$ cat config.mk
export PLATFORM = sky130hd
export DESIGN_NAME = regfile_wb_arbiter
export DESIGN_NICKNAME = d
export VERILOG_FILES = /design/src/rtl/regfile_wb_arbiter.sv
export SDC_FILE = /design/constraint.sdc
export NUM_CORES = 1
export LEC_CHECK = 0
export ABC_AREA = 1
export CAP_MARGIN = 20
export CORE_AREA = 4 4 90 92
export DETAILED_ROUTE_END_ITERATION = 8
export DIE_AREA = 0 0 94 96
export GPL_TIMING_DRIVEN = 1
export HOLD_SLACK_MARGIN = 0.05
export PLACE_DENSITY = 0.87
export SYNTH_ARGS = -nofsm -noshare
export SYNTH_HDL_FRONTEND = slang
export SYNTH_SLANG_ARGS = --single-unit
$ cat constraint.sdc
create_clock -name clk -period 3.25 [get_ports clk]
set_input_delay 0.4875 -clock clk [delete_from_list [all_inputs] [get_ports clk]]
set_output_delay 0.4875 -clock clk [all_outputs]
set_load 0.01 [all_outputs]
$ cat src/rtl/regfile_wb_arbiter.sv
// Three-way round-robin arbiter feeding one register-file write port through a 1-cycle output stage.
// Grant is combinational; an address-0 write is consumed but never enables the register file.
module regfile_wb_arbiter #(
    parameter int ADDR_W = 5,
    parameter int DATA_W = 32
) (
    input  logic              clk,
    input  logic              rst,
    input  logic              hold,
    input  logic [2:0]        req_valid,
    output logic [2:0]        req_ready,
    input  logic [ADDR_W-1:0] req_addr0,
    input  logic [ADDR_W-1:0] req_addr1,
    input  logic [ADDR_W-1:0] req_addr2,
    input  logic [DATA_W-1:0] req_data0,
    input  logic [DATA_W-1:0] req_data1,
    input  logic [DATA_W-1:0] req_data2,
    output logic              rf_we,
    output logic [ADDR_W-1:0] rf_waddr,
    output logic [DATA_W-1:0] rf_wdata,
    output logic [1:0]        rf_gid
);

    logic [1:0]        ptr_q, ptr_d;
    logic [1:0]        win;
    logic              any_vld;
    logic [2:0]        idx;
    logic              xfer;
    logic [ADDR_W-1:0] sel_addr;
    logic [DATA_W-1:0] sel_data;

    logic              we_q;
    logic [ADDR_W-1:0] waddr_q;
    logic [DATA_W-1:0] wdata_q;
    logic [1:0]        gid_q;

    // Scan ptr, ptr+1, ptr+2 (mod 3); first valid requester wins.
    always_comb begin
        win     = ptr_q;
        any_vld = 1'b0;
        idx     = 3'd0;
        for (int k = 0; k < 3; k++) begin
            idx = {1'b0, ptr_q} + 3'(k);
            if (idx >= 3'd3) begin
                idx = idx - 3'd3;
            end
            if (!any_vld && req_valid[idx[1:0]]) begin
                any_vld = 1'b1;
                win     = idx[1:0];
            end
        end
    end

    assign xfer      = any_vld && !hold && !rst;
    assign req_ready = xfer ? (3'b001 << win) : 3'b000;

    always_comb begin
        sel_addr = req_addr0;
        sel_data = req_data0;
        case (win)
            2'd1: begin
                sel_addr = req_addr1;
                sel_data = req_data1;
            end
            2'd2: begin
                sel_addr = req_addr2;
                sel_data = req_data2;
            end
            default: begin
                sel_addr = req_addr0;
                sel_data = req_data0;
            end
        endcase
    end

    always_comb begin
        ptr_d = ptr_q;
        if (xfer) begin
            ptr_d = (win == 2'd2) ? 2'd0 : win + 2'd1;
        end
    end

    // Address/data/gid hold their last value when nothing transfers; only the enable drops.
    always_ff @(posedge clk or posedge rst) begin
        if (rst) begin
            ptr_q   <= 2'd0;
            we_q    <= 1'b0;
            waddr_q <= '0;
            wdata_q <= '0;
            gid_q   <= 2'd0;
        end else begin
            ptr_q <= ptr_d;
            we_q  <= xfer && (sel_addr != '0);
            if (xfer) begin
                waddr_q <= sel_addr;
                wdata_q <= sel_data;
                gid_q   <= win;
            end
        end
    end

    assign rf_we    = we_q;
    assign rf_waddr = waddr_q;
    assign rf_wdata = wdata_q;
    assign rf_gid   = gid_q;

endmodule

==> impl_metrics.py, run 1 <==
metrics = {
    "cts": {
        "cts_tree": "built",
        "ctsLongestPathBuffers": 2,
        "cts_buffers": 5,
        "cts.sinks": 42,
        "cts_root_buf": "clkbuf_8",
        "cts_max_level": 2,
        "hold_buffers": 0,
        "clk_latency_ps": 290,
        "cts.clk_slew.worst_paths_ps": 80,
    },
    "detailed_routing": {
        "m1WireLength_mm": 3.46,
        "drcViolationCount": 0,
        "avgRoutedWirePerCell_um": 14.3,
        "vias": 3085,
        "drt_iter0_drc": 114,
        "dr_wl_met2_mm": 4.45,
        "wl_met3_um": 885,
        "routed_wl_mm": 8.91,
        "drtAntennaViolNets": 0,
        "via_per_inst": 4.97,
        "firstDrtPassIters": 4,
        "maxUsedRoutingLayer": "met4",
    },
    "setup_path": {
        "startpoint_type": "input port",
        "critPathTopFamily": "buffers and inverters",
        "crit_type": "input port to output pin",
        "worstPathArrival_ps": 2370,
        "path_buf_inv": 7,
        "critical_path.max_stage_delay_ps": 490,
        "endpoint_kind": "output pin",
        "cp_data_required_time_ps": 2760,
        "slowest_stage": "clkdlybuf4s50_1",
        "path_max_fanout": 4,
        "crit_top_cell": "inv_1",
        "cp_cell_sequence": "clkdlybuf4s50_1 > inv_1 > o21ai_0 > nand2_1 > inv_1 > nand3_1 > inv_1 > nand2_1 > nand2_2 > inv_1 > ha_1 > inv_1 > nor2_1 > dlymetal6s2s_1",
    },
    "synth": {
        "synthXorXnorAreaFrac_pct": 0,
        "ys_seq_elements": 42,
        "synth_compound_area_share_pct": 15.5,
        "ys_seq_area_share_pct": 37.8,
        "yosysUniqueCellTypes": 24,
        "synth_top_family_by_area": "simple AND/OR/NAND/NOR gates",
        "synth_fa_ha_area_share_pct": 3.60,
        "syn_avg_cell_area_um2": 7.43,
        "yosys.area_share.simple_pct": 34.0,
        "netlist_area_mm2": 0.00278,
        "yosysWarnings": 0,
        "synthMuxAreaShare_pct": 0,
        "syn_inst": 374,
        "syn_nets": 499,
    },
    "pwr": {
        "p_int_mw": 2.76,
        "powerDensity_mw_per_mm2": 1260,
        "power.leakage_nw": 2.06,
        "p_switching_mw": 2.94,
        "p_comb_share_pct": 77.1,
        "netSwitchingFraction_pct": 51.6,
        "power_mw": 5.70,
        "seq_power_share_pct": 15.8,
        "ir_drop_mv": 1.17,
        "power.share.clock_pct": 7.1,
    },
    "grt": {
        "grt_first_pass_wirelength_mm": 13.6,
        "overflow": 0,
        "grt_max_degree": 47,
        "grt_pass1_vias": 2984,
        "track_usage_pct": 18.9,
        "antenna_found_initial": 0,
    },
    "floorplanning": {
        "ios": 160,
        "core_area_mm2": 0.00721,
        "die_h_um": 96,
        "initial_utilization_pct": 38.5,
        "dieWidth_um": 94,
        "num_rows": 31,
        "dieArea_mm2": 0.00902,
    },
    "cells_and_area": {
        "drive_gt1_share_pct": 9.77,
        "final_cell_mix": "nand2_1, clkdlybuf4s50_1, nand3_1, dfrtp_1",
        "layout_commonest_cell": "nand2_1",
        "nets": 646,
        "filler_cell_count": 635,
        "diodes": 0,
        "area_growth_pct": 63.4,
    },
    "sta": {
        "period_needed_ps": 2860,
        "finalClockSkew_ps": 5.95,
        "grt_setup_unrepaired": "false",
        "fin_setup_tns_ps": 0,
        "fin_crit_sh_pct": 88.0,
        "slew_viol_final": 0,
        "fmax_mhz": 350,
        "tightest_slew_ps": 872,
        "setup_violations": 0,
        "maxSlewHeadroom_pct": 41.8,
        "report.final.hold_viol_count": 0,
    },
    "worst_hold_path": {
        "hp-class": "flop to flop",
    },
    "placement": {
        "gp_congestion": 0.913,
        "numPortBuffers": 159,
        "dp_hpwl_mm": 6.79,
    },
    "outcome": {
        "outcome": "complete, no violations",
    },
    "run": {
        "maxCapViolations": 0,
    },
}
-- cell usage after synthesis, drive strengths merged --
cell type	instances	area [µm²]
nand2	169	644
nand3	50	270
dfrtp	42	1050
o211ai	32	320
buf	21	154
inv	21	81.3
o21ai	14	77.6
ha	8	100
nor2	8	30.0
clkbuf	4	15.0
a21oi	2	10.0
o2bb2ai	2	17.5
a31oi	1	6.26
-- sequential cells by signal, summed over array words and instances (netlist names) --
register	cells
rf_wdata	32
rf_waddr	5
ptr_q	2
rf_gid	2
rf_we	1
-- worst reg2reg max path, stage by stage, from the launching register on --
cell	delay (ps)
dfrtp_1	400
inv_1	140
ha_4	250
inv_2	80
nand3_1	80
nand2_1	100
inv_1	70
o21ai_0	160
nand2_1	120
nand2_2	110
inv_1	70
ha_1	210
buf_4	260
nand2_1	130
nand3_1	90
o21ai_0	110
nand3_1	100
nor2_1	110
nor2_1	40
-- final timing paths --
kind | to | slack (ps) | cells after the start | from
min in group asynchronous | rf_gid[1] | 720 | 2 | rst
setup / recovery | req_ready[1] | 390 | 14 | req_valid[2]
hold reg to reg | rf_wdata[30] | 480 | 2 | rf_wdata[30]
hold / removal | rf_wdata[30] | 480 | 2 | rf_wdata[30]
max in group asynchronous | ptr_q[1] | 1920 | 2 | rst
setup reg to reg | rf_we | 510 | 18 | ptr_q[0]
-- logic make-up after synthesis --
group	count (synthesis)
fa+ha+maj	8
simple gates	227
compound gates	51
buf+inv	46
flops	42
-- power by group through the flow --
stage	Sequential, mW	Combinational [mW]	Clock, mW
6_report	0.902	4.40	0.405
5_1_grt	0.930	4.86	0.435
4_1_cts	0.902	4.45	0.415
3_5_place_dp	0.911	4.38	0
3_3_place_gp	0.903	4.24	0
2_1_floorplan	1.02	2.87	0
-- timing repair --
action                     in CTS  in global routing
setup buffers                   1                  0
resized for setup              10                  6
setup endpoints to repair       3                  3
-- cell type report --
| type | count | area [µm²] | share of cell area, % |
|---|---|---|---|
| Inverter | 21 | 81.3 | 1.79 |
| Sequential cell | 42 | 1050 | 23.2 |
| Multi-Input combinational cell | 286 | 1520 | 33.4 |
| Clock inverter | 1 | 30.0 | 0.662 |
| Clock buffer | 7 | 76.3 | 1.68 |
| Timing Repair Buffer | 165 | 1660 | 36.5 |
| Tap cell | 99 | 124 | 2.73 |
-- metrics by stage --
| stage | utilization [%] | area, µm² | cells | hold slack [ps] | worst slack, ps |
|---|---|---|---|---|---|
| after floorplan | - | 2780 | 374 | 514 | 402 |
| after global placement | 60.7 | 4380 | 612 | 461 | 130 |
| after detailed placement | 60.7 | 4380 | 612 | 464 | -56.2 |
| after CTS | 62.7 | 4520 | 621 | 485 | 20.2 |
| after global routing | 62.9 | 4540 | 621 | 500 | 211 |
| final | 62.9 | 4540 | 621 | 482 | 391 |
-- per-layer routing --
metal  global-route usage (%)  up-vias
li1                         -     1513
met1                     20.3     1423
met2                     35.3      137
met3                     6.72       12
met4                     4.45        0
met5                        0        -
(Power assumes the default switching activity.)
==> run 2: changes to the inputs <==
CORE_AREA = 2 2 88 90   (was 4 4 90 92)
DIE_AREA = 0 0 90 92   (was 0 0 94 96)
==> impl_metrics.py, run 2 (synthesis gave the netlist of run 1 again) <==
metrics = {
    "grt": {
        "grt_max_degree": 49,
        "track_usage_pct": 20.7,
        "grt_first_pass_wirelength_mm": 14.1,
        "grt_pass1_vias": 2940,
        "overflow": 0,
        "antenna_found_initial": 0,
    },
    "cells_and_area": {
        "fin_area_mm2": 0.00454,
        "nets": 647,
        "filler_cell_count": 657,
        "drive_gt1_share_pct": 9.56,
        "multi_input_area_mm2": 0.00152,
        "diodes": 0,
        "final_cell_mix": "nand2_1, clkdlybuf4s50_1, nand3_1, dfrtp_1",
        "utilization_pct": 60.9,
        "largest_register_ffs": 32,
        "layout_commonest_cell": "nand2_1",
        "area_growth_pct": 63.4,
        "ff_latch_area_mm2": 0.00105,
    },
    "detailed_routing": {
        "wl_met3_um": 743,
        "routed_wl_mm": 8.69,
        "firstDrtPassIters": 5,
        "vias": 3070,
        "via_per_inst": 4.91,
        "drtAntennaViolNets": 0,
        "m1WireLength_mm": 3.39,
        "dr_wl_met2_mm": 4.47,
        "drcViolationCount": 0,
        "maxUsedRoutingLayer": "met4",
        "avgRoutedWirePerCell_um": 13.9,
        "drt_iter0_drc": 108,
    },
    "placement": {
        "place_area_mm2": 0.00439,
        "dp_hpwl_mm": 6.50,
        "numPortBuffers": 159,
        "gp_congestion": 0.882,
    },
    "floorplanning": {
        "die_h_um": 92,
        "core_area_mm2": 0.00745,
        "num_rows": 32,
        "dieWidth_um": 90,
        "dieArea_mm2": 0.00828,
        "ios": 160,
        "initial_utilization_pct": 37.3,
    },
    "pwr": {
        "power_mw": 5.72,
        "powerDensity_mw_per_mm2": 1260,
        "power.leakage_nw": 2.04,
        "ir_drop_mv": 1.08,
    },
    "setup_path": {
        "crit_top_cell": "nand2_1",
        "path_max_fanout": 5,
        "slowest_stage": "dfrtp_1",
        "worstPathArrival_ps": 2520,
        "endpoint_kind": "output pin",
        "crit_type": "flop to output pin",
        "critical_path.max_stage_delay_ps": 450,
        "startpoint_type": "flop",
        "cp_cell_sequence": "inv_2 > ha_4 > inv_2 > nand2_1 > nand3_1 > nand2_1 > nor2_1 > o21ai_0 > nand2_1 > nand2_2 > inv_1 > ha_1 > inv_1 > nor2_1 > dlygate4sd2_1",
        "cp_data_required_time_ps": 2760,
    },
    "sta": {
        "grt_setup_unrepaired": "false",
        "fin_setup_tns_ps": 0,
        "report.final.hold_viol_count": 0,
        "fmax_mhz": 332,
        "tightest_slew_ps": 869,
        "finalClockSkew_ps": 6.30,
        "maxSlewHeadroom_pct": 42.0,
        "period_needed_ps": 3010,
        "setup_violations": 0,
        "slew_viol_final": 0,
        "fin_crit_sh_pct": 92.6,
    },
    "run": {
        "maxCapViolations": 0,
    },
    "cts": {
        "cts.clk_slew.worst_paths_ps": 80,
        "cts_buffers": 5,
        "cts.sinks": 42,
        "cts_tree": "built",
        "cts_max_level": 2,
        "cts_root_buf": "clkbuf_8",
        "clk_latency_ps": 290,
        "ctsLongestPathBuffers": 2,
    },
    "worst_hold_path": {
        "hp-class": "flop to flop",
    },
    "outcome": {
        "outcome": "complete, no violations",
    },
}
==> run 2: cell count changes in the layout (fill, tap and decap cells not counted), sizes merged <==
cell / delta
dlygate4sd2: +2
dlymetal6s2s: -2
buf: +1
==> run 2: stage by stage <==
stage | instances | hold WS, ps | setup WS (ps)
floorplan | 374 | 514 | 402
global placement | 616 | 461 | 93.8
detailed placement | 616 | 464 | -77.6
CTS | 625 | 485 | 19.0
global route | 625 | 505 | 26.8
finish | 625 | 481 | 239
==> run 2: cell type report <==
class / instances / share of cell area, %
repair buffers: 166 / 36.5
well taps: 102 / 2.81
inverters: 21 / 1.79
multi-input cells: 286 / 33.4
clock inverters: 1 / 0.662
flip-flops and latches: 42 / 23.2
clock buffers: 7 / 1.68
==> run 2: what timing repair did <==
action / in CTS / in global routing
setup buffers: 1 / 0
hold buffers: 0 / 0
gates resized for setup: 9 / 5
endpoints found under the hold margin: 0 / 0
endpoints found under the setup margin: 3 / 2
==> run 2: metal layers <==
metal  vias to the layer above  GRT usage, %
li1                       1517             -
met1                      1391          24.0
met2                       149          38.0
met3                        13          6.16
met4                         0          4.10
met5                         -             0
==> run 2: worst max-delay path, delay by kind of cell (launching register included) <==
kind	cells	cell delay [ps]
adders and majority gates	2	360
buffers and inverters	5	590
DFF	1	450
AOI/OAI and AO/OA	1	110
and+or+nand+nor	7	730
==> run 2: path summary, 6_finish.rpt <==
| path | cells after the start | end | slack (ps) | from |
|---|---|---|---|---|
| max | 15 | req_ready[1] | 240 | ptr_q[1] |
| min | 2 | rf_wdata[1] | 480 | rf_wdata[1] |
| max reg2reg | 16 | rf_we | 430 | ptr_q[1] |
| min reg2reg | 2 | rf_wdata[1] | 480 | rf_wdata[1] |
| max in group asynchronous | 2 | rf_wdata[25] | 1980 | rst |
| min in group asynchronous | 2 | rf_we | 730 | rst |
==> run 2: power by group <==
group / total, mW / internal, mW / switching (mW)
Combinational: 4.42 / 1.75 / 2.66
Clock: 0.401 / 0.230 / 0.171
Sequential: 0.906 / 0.778 / 0.128
==> run 3: changes to the inputs <==
GPL_ROUTABILITY_DRIVEN = 0   (was unset)
TNS_END_PERCENT = 5   (was unset)
==> impl_metrics.py, run 3 (synthesis gave the netlist of run 1 again) <==
metrics = {
    "outcome": {
        "outcome": "finished, violations left",
        "violations": "setup timing",
    },
    "cells_and_area": {
        "drive_gt1_share_pct": 9.18,
        "nets": 647,
        "area_growth_pct": 63.0,
        "diodes": 0,
        "multi_input_area_mm2": 0.00150,
        "fin_area_mm2": 0.00453,
        "ff_latch_area_mm2": 0.00105,
        "layout_commonest_cell": "nand2_1",
        "final_cell_mix": "nand2_1, clkdlybuf4s50_1, nand3_1, dfrtp_1",
        "largest_register_ffs": 32,
        "filler_cell_count": 655,
        "stdcell_count": 625,
    },
    "detailed_routing": {
        "via_per_inst": 4.90,
        "firstDrtPassIters": 4,
        "drtAntennaViolNets": 0,
        "drt_iter0_drc": 108,
        "drcViolationCount": 0,
        "routed_wl_mm": 8.65,
        "vias": 3060,
        "avgRoutedWirePerCell_um": 13.8,
    },
    "pwr": {
        "power.leakage_nw": 2.03,
        "ir_drop_mv": 1.08,
        "power.share.clock_pct": 7.0,
        "p_int_mw": 2.75,
        "p_switching_mw": 2.96,
        "power_mw": 5.70,
        "netSwitchingFraction_pct": 51.8,
        "powerDensity_mw_per_mm2": 1260,
        "p_comb_share_pct": 77.1,
        "seq_power_share_pct": 15.8,
    },
    "placement": {
        "pre_cts_ws_ps": -77.6,
        "numPortBuffers": 159,
        "placed_cells_incl_taps": 616,
        "dp_hpwl_mm": 6.50,
        "place_area_mm2": 0.00439,
    },
    "grt": {
        "antenna_found_initial": 0,
        "grt_util_met3_pct": 6.16,
        "use_met2_pct": 38.0,
        "met1_usage_pct": 23.9,
        "overflow": 0,
        "grt_first_pass_wirelength_mm": 14.1,
        "grt_pass1_vias": 2946,
        "grt.busiest_layer": "met2",
        "grt_max_degree": 49,
        "track_usage_pct": 20.7,
    },
    "floorplanning": {
        "dieArea_mm2": 0.00828,
        "dieWidth_um": 90,
        "die_h_um": 92,
        "ios": 160,
        "num_rows": 32,
        "core_area_mm2": 0.00745,
        "initial_utilization_pct": 37.3,
    },
    "cts": {
        "cts_root_buf": "clkbuf_8",
        "cts_max_level": 2,
        "cts_tree": "built",
        "cts.sinks": 42,
        "hold_buffers": 0,
        "cts.clk_slew.worst_paths_ps": 80,
        "clk_latency_ps": 290,
        "cts_buffers": 5,
        "ctsLongestPathBuffers": 2,
    },
    "worst_hold_path": {
        "holdPathStages": 2,
        "min_to": "rf_wdata[1]",
        "hp-class": "flop to flop",
        "hold_start": "rf_wdata[1]",
    },
    "setup_path": {
        "rr_endpoint": "rf_we",
        "rrSetupSlack_ps": 350,
        "path_max_fanout": 6,
        "endpoint_kind": "output pin",
        "reg2reg_depth": 15,
        "worstPathArrival_ps": 2850,
        "r2r_start": "ptr_q[0]",
        "crit_type": "flop to output pin",
        "startpoint_type": "flop",
        "cp_data_required_time_ps": 2760,
    },
    "sta": {
        "finalClockSkew_ps": 6.55,
        "grt_setup_unrepaired": "true",
        "fin_crit_sh_pct": 103,
        "setup_violations": 1,
        "fmax_mhz": 299,
        "finalWorstSetupSlack_ps": -90.8,
        "maxSlewHeadroom_pct": 41.5,
        "period_needed_ps": 3340,
        "tightest_slew_ps": 876,
        "slew_viol_final": 0,
        "report.final.hold_viol_count": 0,
    },
    "run": {
        "maxCapViolations": 0,
    },
}
## run 3: power by group through the flow
| stage | combinational (mW) | sequential (mW) | clock [mW] |
|---|---|---|---|
| final | 4.40 | 0.903 | 0.401 |
| after global routing | 4.83 | 0.938 | 0.439 |
| after CTS | 4.40 | 0.903 | 0.413 |
| after detailed placement | 4.35 | 0.910 | 0 |
| after global placement | 4.24 | 0.905 | 0 |
| after floorplan | 2.87 | 1.02 | 0 |
## run 3: per-layer routing
metal  wire length (µm)  share of wire [%]  up-vias
met5                  0                  0        -
met4                 97                1.1        0
met3                681                7.9       15
met2               4450                 51      134
met1               3420                 40     1394
li1                   -                  -     1517
## run 3: layout make-up
cell class / instances / area share (%)
clock buffer: 7 / 1.69
sequential: 42 / 23.2
timing repair buffer: 166 / 36.7
tap: 102 / 2.82
inverter: 21 / 1.80
multi-input combinational: 286 / 33.2
clock inverter: 1 / 0.663
## run 3: worst max-delay path, cell delays in order, from the launching register on
cell and delay, ps:
dfrtp_1 370, inv_1 80, ha_2 380, inv_2 70, nand3_1 80, nand2_1 90, inv_1 110, nand3_1 120
inv_1 120, nand2_1 120, nand2_2 140, ha_2 170, inv_1 30, nor2_1 140, clkdlybuf4s50_1 560
## run 3: how the worst max path moves through the flow
stage | startpoint | endpoint | cells after the start
final | ptr_q[0] | req_ready[0] | 14
after global placement | req_valid[2] | req_ready[1] | 13
after floorplan | ptr_q[0] | req_ready[1] | 14
after global routing | ptr_q[0] | req_ready[0] | 11
after CTS | ptr_q[0] | req_ready[2] | 13
after detailed placement | req_valid[2] | req_ready[1] | 13
## run 3: per-stage QoR
step / TNS (ps) / util [%] / hold WS (ps)
final: -90.8 / 60.8 / 481
after CTS: -33.6 / 60.6 / 485
after global routing: -141 / 60.8 / 505
after detailed placement: -167 / 58.9 / 464
after global placement: 0 / 58.9 / 461
after floorplan: 0 / - / 514
## run 3: what timing repair did
action | CTS | global route
endpoints found under the setup margin | 3 | 3
buffers inserted | 1 | 0
gates resized for setup | 7 | 4
pin swaps | 0 | 0
endpoints found under the hold margin | 0 | 0
